File: src/rtl/svc_rv_pipe_stage.sv
// Generic valid/ready pipeline stage with skid buffer and flush-to-bubble (REG=1), or passthrough (REG=0).
// Optional statistics counters are built only when SVC_RV_PIPE_STATS_EN is defined.
module svc_rv_pipe_stage #(
  parameter int                    CTRL_WIDTH  = 16,
  parameter int                    DATA_WIDTH  = 128,
  parameter logic [DATA_WIDTH-1:0] BUBBLE_DATA = '0,
  parameter int                    REG         = 1,
  parameter int                    STAT_WIDTH  = 16
) (
  input  logic                  clk,
  input  logic                  rst_n,
  input  logic                  flush,
  input  logic                  s_valid,
  output logic                  s_ready,
  input  logic [CTRL_WIDTH-1:0] s_ctrl,
  input  logic [DATA_WIDTH-1:0] s_data,
  output logic                  m_valid,
  input  logic                  m_ready,
  output logic [CTRL_WIDTH-1:0] m_ctrl,
  output logic [DATA_WIDTH-1:0] m_data,
  output logic [STAT_WIDTH-1:0] stall_cnt,
  output logic [STAT_WIDTH-1:0] flush_cnt
);

  if (REG != 0) begin : g_reg
    logic                  main_valid_q, main_valid_d;
    logic                  skid_valid_q, skid_valid_d;
    logic [CTRL_WIDTH-1:0] main_ctrl_q, main_ctrl_d, skid_ctrl_q, skid_ctrl_d;
    logic [DATA_WIDTH-1:0] main_data_q, main_data_d, skid_data_q, skid_data_d;
    logic                  accept;

    always_comb begin
      accept       = s_valid && !skid_valid_q;
      main_valid_d = main_valid_q;
      main_ctrl_d  = main_ctrl_q;
      main_data_d  = main_data_q;
      skid_valid_d = skid_valid_q;
      skid_ctrl_d  = skid_ctrl_q;
      skid_data_d  = skid_data_q;
      if (!main_valid_q || m_ready) begin
        if (skid_valid_q) begin
          main_valid_d = 1'b1;
          main_ctrl_d  = skid_ctrl_q;
          main_data_d  = skid_data_q;
          skid_valid_d = 1'b0;
        end else if (accept) begin
          main_valid_d = 1'b1;
          main_ctrl_d  = s_ctrl;
          main_data_d  = s_data;
        end else begin
          main_valid_d = 1'b0;
        end
      end else if (accept) begin
        // Main is stalled: park the new entry so s_ready can stay a pure flop output.
        skid_valid_d = 1'b1;
        skid_ctrl_d  = s_ctrl;
        skid_data_d  = s_data;
      end
      if (flush) begin
        main_valid_d = 1'b0;
        skid_valid_d = 1'b0;
      end
    end

    always_ff @(posedge clk) begin
      if (!rst_n) begin
        main_valid_q <= 1'b0;
        skid_valid_q <= 1'b0;
      end else begin
        main_valid_q <= main_valid_d;
        skid_valid_q <= skid_valid_d;
      end
    end

    // Payload is only observed through the valid-gated outputs, so it needs no reset.
    always_ff @(posedge clk) begin
      main_ctrl_q <= main_ctrl_d;
      main_data_q <= main_data_d;
      skid_ctrl_q <= skid_ctrl_d;
      skid_data_q <= skid_data_d;
    end

    assign s_ready = !skid_valid_q;
    assign m_valid = main_valid_q;
    assign m_ctrl  = main_valid_q ? main_ctrl_q : '0;
    assign m_data  = main_valid_q ? main_data_q : BUBBLE_DATA;
  end else begin : g_pass
    assign m_valid = s_valid && !flush;
    assign s_ready = m_ready || flush;
    assign m_ctrl  = m_valid ? s_ctrl : '0;
    assign m_data  = m_valid ? s_data : BUBBLE_DATA;
  end

`ifdef SVC_RV_PIPE_STATS_EN
  logic [STAT_WIDTH-1:0] stall_cnt_q, stall_cnt_d;
  logic [STAT_WIDTH-1:0] flush_cnt_q, flush_cnt_d;
  logic                  held;

  always_comb begin
    // In the registered stage the skid slot is full exactly when s_ready is low.
    held        = (REG != 0) ? (m_valid || !s_ready) : 1'b0;
    stall_cnt_d = stall_cnt_q;
    flush_cnt_d = flush_cnt_q;
    if (m_valid && !m_ready && (stall_cnt_q != '1))
      stall_cnt_d = stall_cnt_q + STAT_WIDTH'(1);
    if (flush && (held || (s_valid && s_ready)) && (flush_cnt_q != '1))
      flush_cnt_d = flush_cnt_q + STAT_WIDTH'(1);
  end

  always_ff @(posedge clk) begin
    if (!rst_n) begin
      stall_cnt_q <= '0;
      flush_cnt_q <= '0;
    end else begin
      stall_cnt_q <= stall_cnt_d;
      flush_cnt_q <= flush_cnt_d;
    end
  end

  assign stall_cnt = stall_cnt_q;
  assign flush_cnt = flush_cnt_q;
`else
  assign stall_cnt = '0;
  assign flush_cnt = '0;
`endif

endmodule

File: config.mk
export PLATFORM = sky130hd
export DESIGN_NAME = svc_rv_pipe_stage
export DESIGN_NICKNAME = d
export VERILOG_FILES = /design/src/rtl/svc_rv_pipe_stage.sv
export SDC_FILE = /design/constraint.sdc
export NUM_CORES = 1
export LEC_CHECK = 0
export CAP_MARGIN = 20
export CORE_UTILIZATION = 48
export DETAILED_ROUTE_END_ITERATION = 12
export GPL_TIMING_DRIVEN = 0
export MAX_ROUTING_LAYER = met4
export PLACE_DENSITY = 0.8
export SLEW_MARGIN = 25
export SYNTH_ARGS = -nofsm -noshare
export SYNTH_HDL_FRONTEND = slang
export SYNTH_SLANG_ARGS = --single-unit
File: constraint.sdc
create_clock -name clk -period 16.8 [get_ports clk]
set_input_delay 3.36 -clock clk [delete_from_list [all_inputs] [get_ports clk]]
set_output_delay 3.36 -clock clk [all_outputs]
set_load 0.005 [all_outputs]
==> results.json <==
{
  "pin_count": 327,
  "htreeDepth": 1,
  "gr-total-overflow": 0,
  "wl_per_cell_um": 18.4,
  "cts.sinks": 290,
  "core-area_mm2": 0.0238,
  "synth_seq_cells": 290,
  "crit_fanout": 11,
  "vias": 6671,
  "cts_tree": "yes",
  "nNetsFinal": 1183,
  "cts.path.max_buffers": 3,
  "num_rows": 56,
  "antenna_found_initial": 1,
  "seqPwrFrac_pct": 51.4,
  "intPower_w": 0.00130,
  "dp_slack_ns": 11.03,
  "hpwlAfterDp_um": 18200,
  "clock_latency_ns": 0.54,
  "finalHoldViolCount": 0,
  "final-setup-viol-count": 0,
  "fill_cells": 1582,
  "cp.required_ns": 13.44,
  "p_switching_w": 0.000318,
  "cts-root-buf": "clkbuf_16",
  "grt_max_degree": 25,
  "drv_cap": 0,
  "wirelength_um": 25400,
  "synth.top_cells.by_area": "edfxtp_1, mux2_2, and2_1, buf_4, buf_6",
  "arrival_ns": 2.70,
  "total_power_w": 0.00162,
  "yosys.area.top_type": "edfxtp_1",
  "p_sw_share_pct": 19.6,
  "clk_pin_slew_ns": 0.06,
  "fp.dieArea_mm2": 0.0251,
  "holdPathStages": 1,
  "grt_pass1_wl_um": 38400,
  "cp-end-kind": "primary output",
  "drt-initial-drc-count": 245,
  "p_comb_share_pct": 7.6,
  "finClkSkew_ns": 0.00727,
  "clkPwrFrac_pct": 41.0,
  "async_reset_ff_share_pct": 0,
  "routed_via_density": 4.84,
  "dr.pass1.iters": 4,
  "worstHoldEndpoint": "g_reg.main_data_q[62]$_DFFE_PP_",
  "synthDistinctLibCells": 18,
  "area_growth_pct": 40.9,
  "grt_pass1_vias": 6977,
  "power_density_mw_per_mm2": 98.0,
  "yosysWarnings": 0,
  "fin_crit_ns": 6.06,
  "cts-resized-gates": 0,
  "start_util_pct": 49.4,
  "tightestPinTransition_ns": 0.743,
  "die_x_um": 158,
  "crit_path_start_kind": "flip-flop",
  "rsz0062_at_grt": "false",
  "place_congestion": 0.750,
  "multi_input_area_mm2": 0.00270,
  "synth_ff_type": "edfxtp_1",
  "path_class": "flip-flop to primary output",
  "hold_path.class": "flip-flop to flip-flop",
  "postCtsSetupBuffers": 0,
  "ys_seq_area_share_pct": 74.0,
  "maxSlewHeadroom_pct": 50.3,
  "avgSynthCellArea_um2": 18.1,
  "ant_nets": 0,
  "reg2reg_slack_ns": 14.05,
  "yosysMostFrequentCell": "edfxtp_1",
  "fmax_mhz": 165,
  "r2r-start": "m_valid$_SDFFE_PP0P_",
  "period_share_pct": 36.1,
  "synth_top_cell_area_share_pct": 73.6,
  "drive_gt1_share_pct": 25.6,
  "port_buffers": 294,
  "power_leakage_nw": 5.87,
  "seq_area_mm2": 0.00869,
  "syn_area_mm2": 0.0117,
  "setup_ws_ns": 10.74,
  "slew_violations": 0,
  "drc": 0,
  "die_h_um": 158,
  "synthCells": 650,
  "synth_common_cells": "edfxtp_1, and2_1, mux2_2, buf_4, buf_6",
  "cts_inserted_buffers": 30,
  "reg2reg_depth": 7,
  "ir_drop_v": 0.0000978,
  "hold_buffers": 0,
  "hold_start": "g_reg.skid_data_q[62]$_DFFE_PP_",
  "status": "completed",
  "synth_edf_count": 288,
  "timing.rr.end": "g_reg.skid_data_q[98]$_DFFE_PP_",
  "grt_usage_pct": 20.8
}
cells by family (layout without fill, tap and decap cells):
kind of cell | Yosys count | count (layout) | share of synthesized area [%]
flops | 290 | 290 | 74.0
simple gates | 150 | 150 | 7.97
mux | 144 | 144 | 13.8
buf+inv | 64 | 441 | 4.17
other cells | 1 | 33 | 0.0319
compound gates | 1 | 1 | 0.0426
worst max-delay path, cell delays in order, from the launching register on:
cell and delay [ns]:
dfxtp_1 0.73, buf_2 0.38, clkbuf_2 0.29, and2_1 0.23
clkdlybuf4s50_1 0.52
per-stage QoR:
| stage | std cells | hold slack (ns) | instance area [µm²] | TNS (ns) | util, % |
|---|---|---|---|---|---|
| floorplan | 681 | 0.508 | 11900 | 0 | - |
| global placement | 1294 | 0.521 | 15200 | -656.66 | 64.0 |
| detailed placement | 1321 | 0.530 | 15600 | 0 | 65.5 |
| CTS | 1377 | 0.545 | 16500 | 0 | 69.6 |
| global route | 1378 | 0.556 | 16500 | 0 | 69.6 |
| finish | 1378 | 0.541 | 16500 | 0 | 69.6 |
state kept, by name, indices dropped and copies added (netlist names):
name / cells
m_valid: 1
g_reg.skid_data_q: 128
g_reg.skid_valid_q: 1
g_reg.main_ctrl_q: 16
g_reg.skid_ctrl_q: 16
g_reg.main_data_q: 128
cell type report:
cell class	count	area share (%)
buffer	63	2.93
timing repair buffer	321	19.8
multi-input combinational	327	16.3
clock buffer	39	4.87
inverter	1	0.0227
clock inverter	17	1.10
antenna	1	0.0151
tap	319	2.41
sequential	290	52.5
power groups by stage:
stage / clock, W / sequential [W] / combinational, W
finish: 0.000665 / 0.000832 / 0.000123
global route: 0.000706 / 0.000834 / 0.000134
CTS: 0.000678 / 0.000833 / 0.000125
detailed placement: 0 / 0.000848 / 0.000124
global placement: 0 / 0.000857 / 0.000113
floorplan: 0 / 0.000851 / 0.0000443
cell usage in the layout (no fill, tap or decap), types with 3 or more instances in the layout:
master	count
and2_1	144
buf_16	5
buf_2	7
buf_4	49
buf_6	18
bufinv_16	4
clkbuf_1	11
clkbuf_16	31
clkbuf_2	6
clkdlybuf4s50_1	294
clkinv_1	8
clkinv_2	3
conb_1	32
edfxtp_1	288
mux2_2	142
metal layers:
layer	track usage [%]	vias up	part of all wire [%]	routed length, µm
met3	7.40	44	10	2540
met4	6.14	0	2.1	537
met1	24.1	3253	39	9830
li1	-	3105	-	-
met5	-	-	0	0
met2	34.1	269	49	12500
how the worst max path moves through the flow:
stage / startpoint / end / slack (ns)
after global routing: m_valid$_SDFFE_PP0P_ / m_data[75] / 10.57
after detailed placement: m_ready / g_reg.skid_data_q[99]$_DFFE_PP_ / 11.03
final: m_valid$_SDFFE_PP0P_ / m_data[75] / 10.74
after floorplan: m_ready / g_reg.skid_ctrl_q[0]$_DFFE_PP_ / 1.95
after CTS: m_valid$_SDFFE_PP0P_ / m_data[75] / 10.61
after global placement: m_ready / g_reg.skid_data_q[97]$_DFFE_PP_ / -4.57
Power figures use the tool's default switching activity.
==> patch (same settings) <==
The parameter `CTRL_WIDTH` goes from 16 to 14.
--- a/src/rtl/svc_rv_pipe_stage.sv
+++ b/src/rtl/svc_rv_pipe_stage.sv
@@ -3,3 +3,3 @@
 module svc_rv_pipe_stage #(
-  parameter int                    CTRL_WIDTH  = 16,
+  parameter int                    CTRL_WIDTH  = 14,
   parameter int                    DATA_WIDTH  = 128,
Interface: changed (resized m_ctrl and s_ctrl); port bits go from 327 to 323. No check against the original RTL was run, so the function may have changed too.
==> patch against the original RTL <==
Utilization is 0.35 points lower. Total power decreased by 2.1%. Via count shrank 2.1%. Sequential share of layout area down 0.31 points. First-iteration DRC count down 19%. Design area shrank 0.80%. Sequential power shrank 1%. Area after synthesis is 0.25% lower. Routed wire length is 1.7% lower. Count of clock-buffer cells in the layout down 2. Worst setup slack better by 0.19 ns. Sequential cell count decreased by 4. Critical endpoint is now m_data[51].
==> patch: results (changes against the original RTL) <==
Final #Nets 1,167 (-1.4%); met1 GRT Util 22.7% (-1.4 points); final non-filler cell total 1,363 (-1.1%); Async S/R FF share, synth 0% (unchanged); largest net degree at the start of global routing 26 (+4.0%); EDFF count, synth 284 (-1.4%); diodes inserted 0 (-1); initial drt markers 199 (-19%); Worst Hold Launch g_reg.skid_data_q[74]$_DFFE_PP_; Post-CTS Setup Repair Bufs 0 (unchanged); LEAKAGE 5.92 nW (+0.85%); commonest cells in the netlist edfxtp_1, and2_1, mux2_2; Fill cells 1,626 (+2.8%); # setup viols final 0 (unchanged); largest stage delay on the critical path 0.59 ns (-0.14 ns); clk_skew 0.00727 ns (+0.00000705 ns); status completed; Peak VDD IR 0.0846 mV (-13%); clock-pin transition on the worst setup and hold timing paths 0.06 ns (about the same); Placed Area 0.0154 mm² (-0.70%); met2 Use GR 34.5% (+0.33 points); Total GRT Usage 20.3% (-0.54 points); Setup crit start m_valid$_SDFFE_PP0P_; yosys warns 0 (unchanged); HP Class reg2reg; Synth cell types 18 (unchanged); detailed placement HPWL 18,200 µm (about the same); Area contributors post-synth edfxtp_1, mux2_2, and2_1; met3 Use GR 6.54% (-0.86 points); initial antenna violation count 0 (-1); cts bufs inserted 30 (unchanged); worst-path fanout max 10 (-1); Max Buffers Root-to-Sink 3 (unchanged); Synth Instances 642 (-1.2%); post-synthesis sequential area ratio 73.1% (-0.84 points); GPL Wtd Cong 0.795 (+6.0%); H-tree depth 1 (unchanged); biggest regs g_reg.main_data_q: 128 flops, g_reg.skid_data_q: 128 flops; number of global-route vias before repair 6,769 (-3.0%); worst skew pair latency around 0.53 ns; wirelength, routed 24,900 µm (-1.7%); drt pass-1 iters 4 (unchanged); Post-CTS Resized 0 (unchanged); clock root buffer clkbuf_16; Max-slew headroom 63.3% (+13 points); crit path DAT 2.52 ns (-0.18 ns); Vias/cell 4.79 (-1.0%); Crit-path slowest cell dfxtp_1; global-route wire length before repair 36,800 µm (-4.1%); share of post-route cells with drive strength above 1 25.8% (+0.15 points); Placed Instances 1,307 (-1.1%); port bufs 290 (-1.4%)
patch: path summary, 6_finish.rpt:
path                                      to  slack, ns  depth (start not counted)
max reg2reg  g_reg.skid_data_q[67]$_DFFE_PP_      13.93                          8
max                               m_data[51]      10.92                          4
min          g_reg.main_data_q[74]$_DFFE_PP_       0.54                          1
min reg2reg  g_reg.main_data_q[74]$_DFFE_PP_       0.54                          1
patch: cells by family (layout without fill, tap and decap cells):
group	count (synthesis)	in the layout	synth area share (%)
and+or+nand+nor	148	148	7.88
muxes	142	142	15.2
other	1	32	0.0320
DFF	286	286	73.1
AOI/OAI and AO/OA	1	1	0.0427
buffers and inverters	64	435	3.72
patch: area by class of cell:
class | count | area [µm²] | share of cell area, %
buffer | 63 | 432 | 2.63
clock buffer | 37 | 798 | 4.86
tap | 319 | 399 | 2.43
sequential | 286 | 8570 | 52.2
clock inverter | 19 | 168 | 1.02
timing repair buffer | 315 | 3200 | 19.5
inverter | 1 | 3.75 | 0.0229
multi-input combinational | 323 | 2840 | 17.3
patch: critical path: cells and delay by family (launching register included):
| family | cells | cell delay [ns] |
|---|---|---|
| buffers and inverters | 3 | 1.17 |
| DFF | 1 | 0.59 |
| and+or+nand+nor | 1 | 0.21 |
patch: where the power goes:
part / switching (mW) / internal (mW) / total [mW]
Sequential: 0.00565 / 0.815 / 0.821
Combinational: 0.0441 / 0.0800 / 0.124
Clock: 0.261 / 0.382 / 0.643
Total: 0.311 / 1.28 / 1.59
patch: per-stage QoR:
step                      worst slack, ns  power, mW  utilization [%]  TNS (ns)
after detailed placement            10.71      0.961             65.2         0
after global routing                10.75       1.65             69.3         0
final                               10.92       1.59             69.3         0
after CTS                           10.75       1.61             69.3         0
after floorplan                      2.11      0.887                -         0
after global placement              -3.87      0.959             63.9   -547.66
patch: layer usage:
layer	vias to the layer above	part of all wire (%)	wire, µm
li1	3072	-	-
met2	257	51	12700
met1	3156	37	9230
met3	47	9.4	2350
met5	-	0	0
met4	0	2.6	646
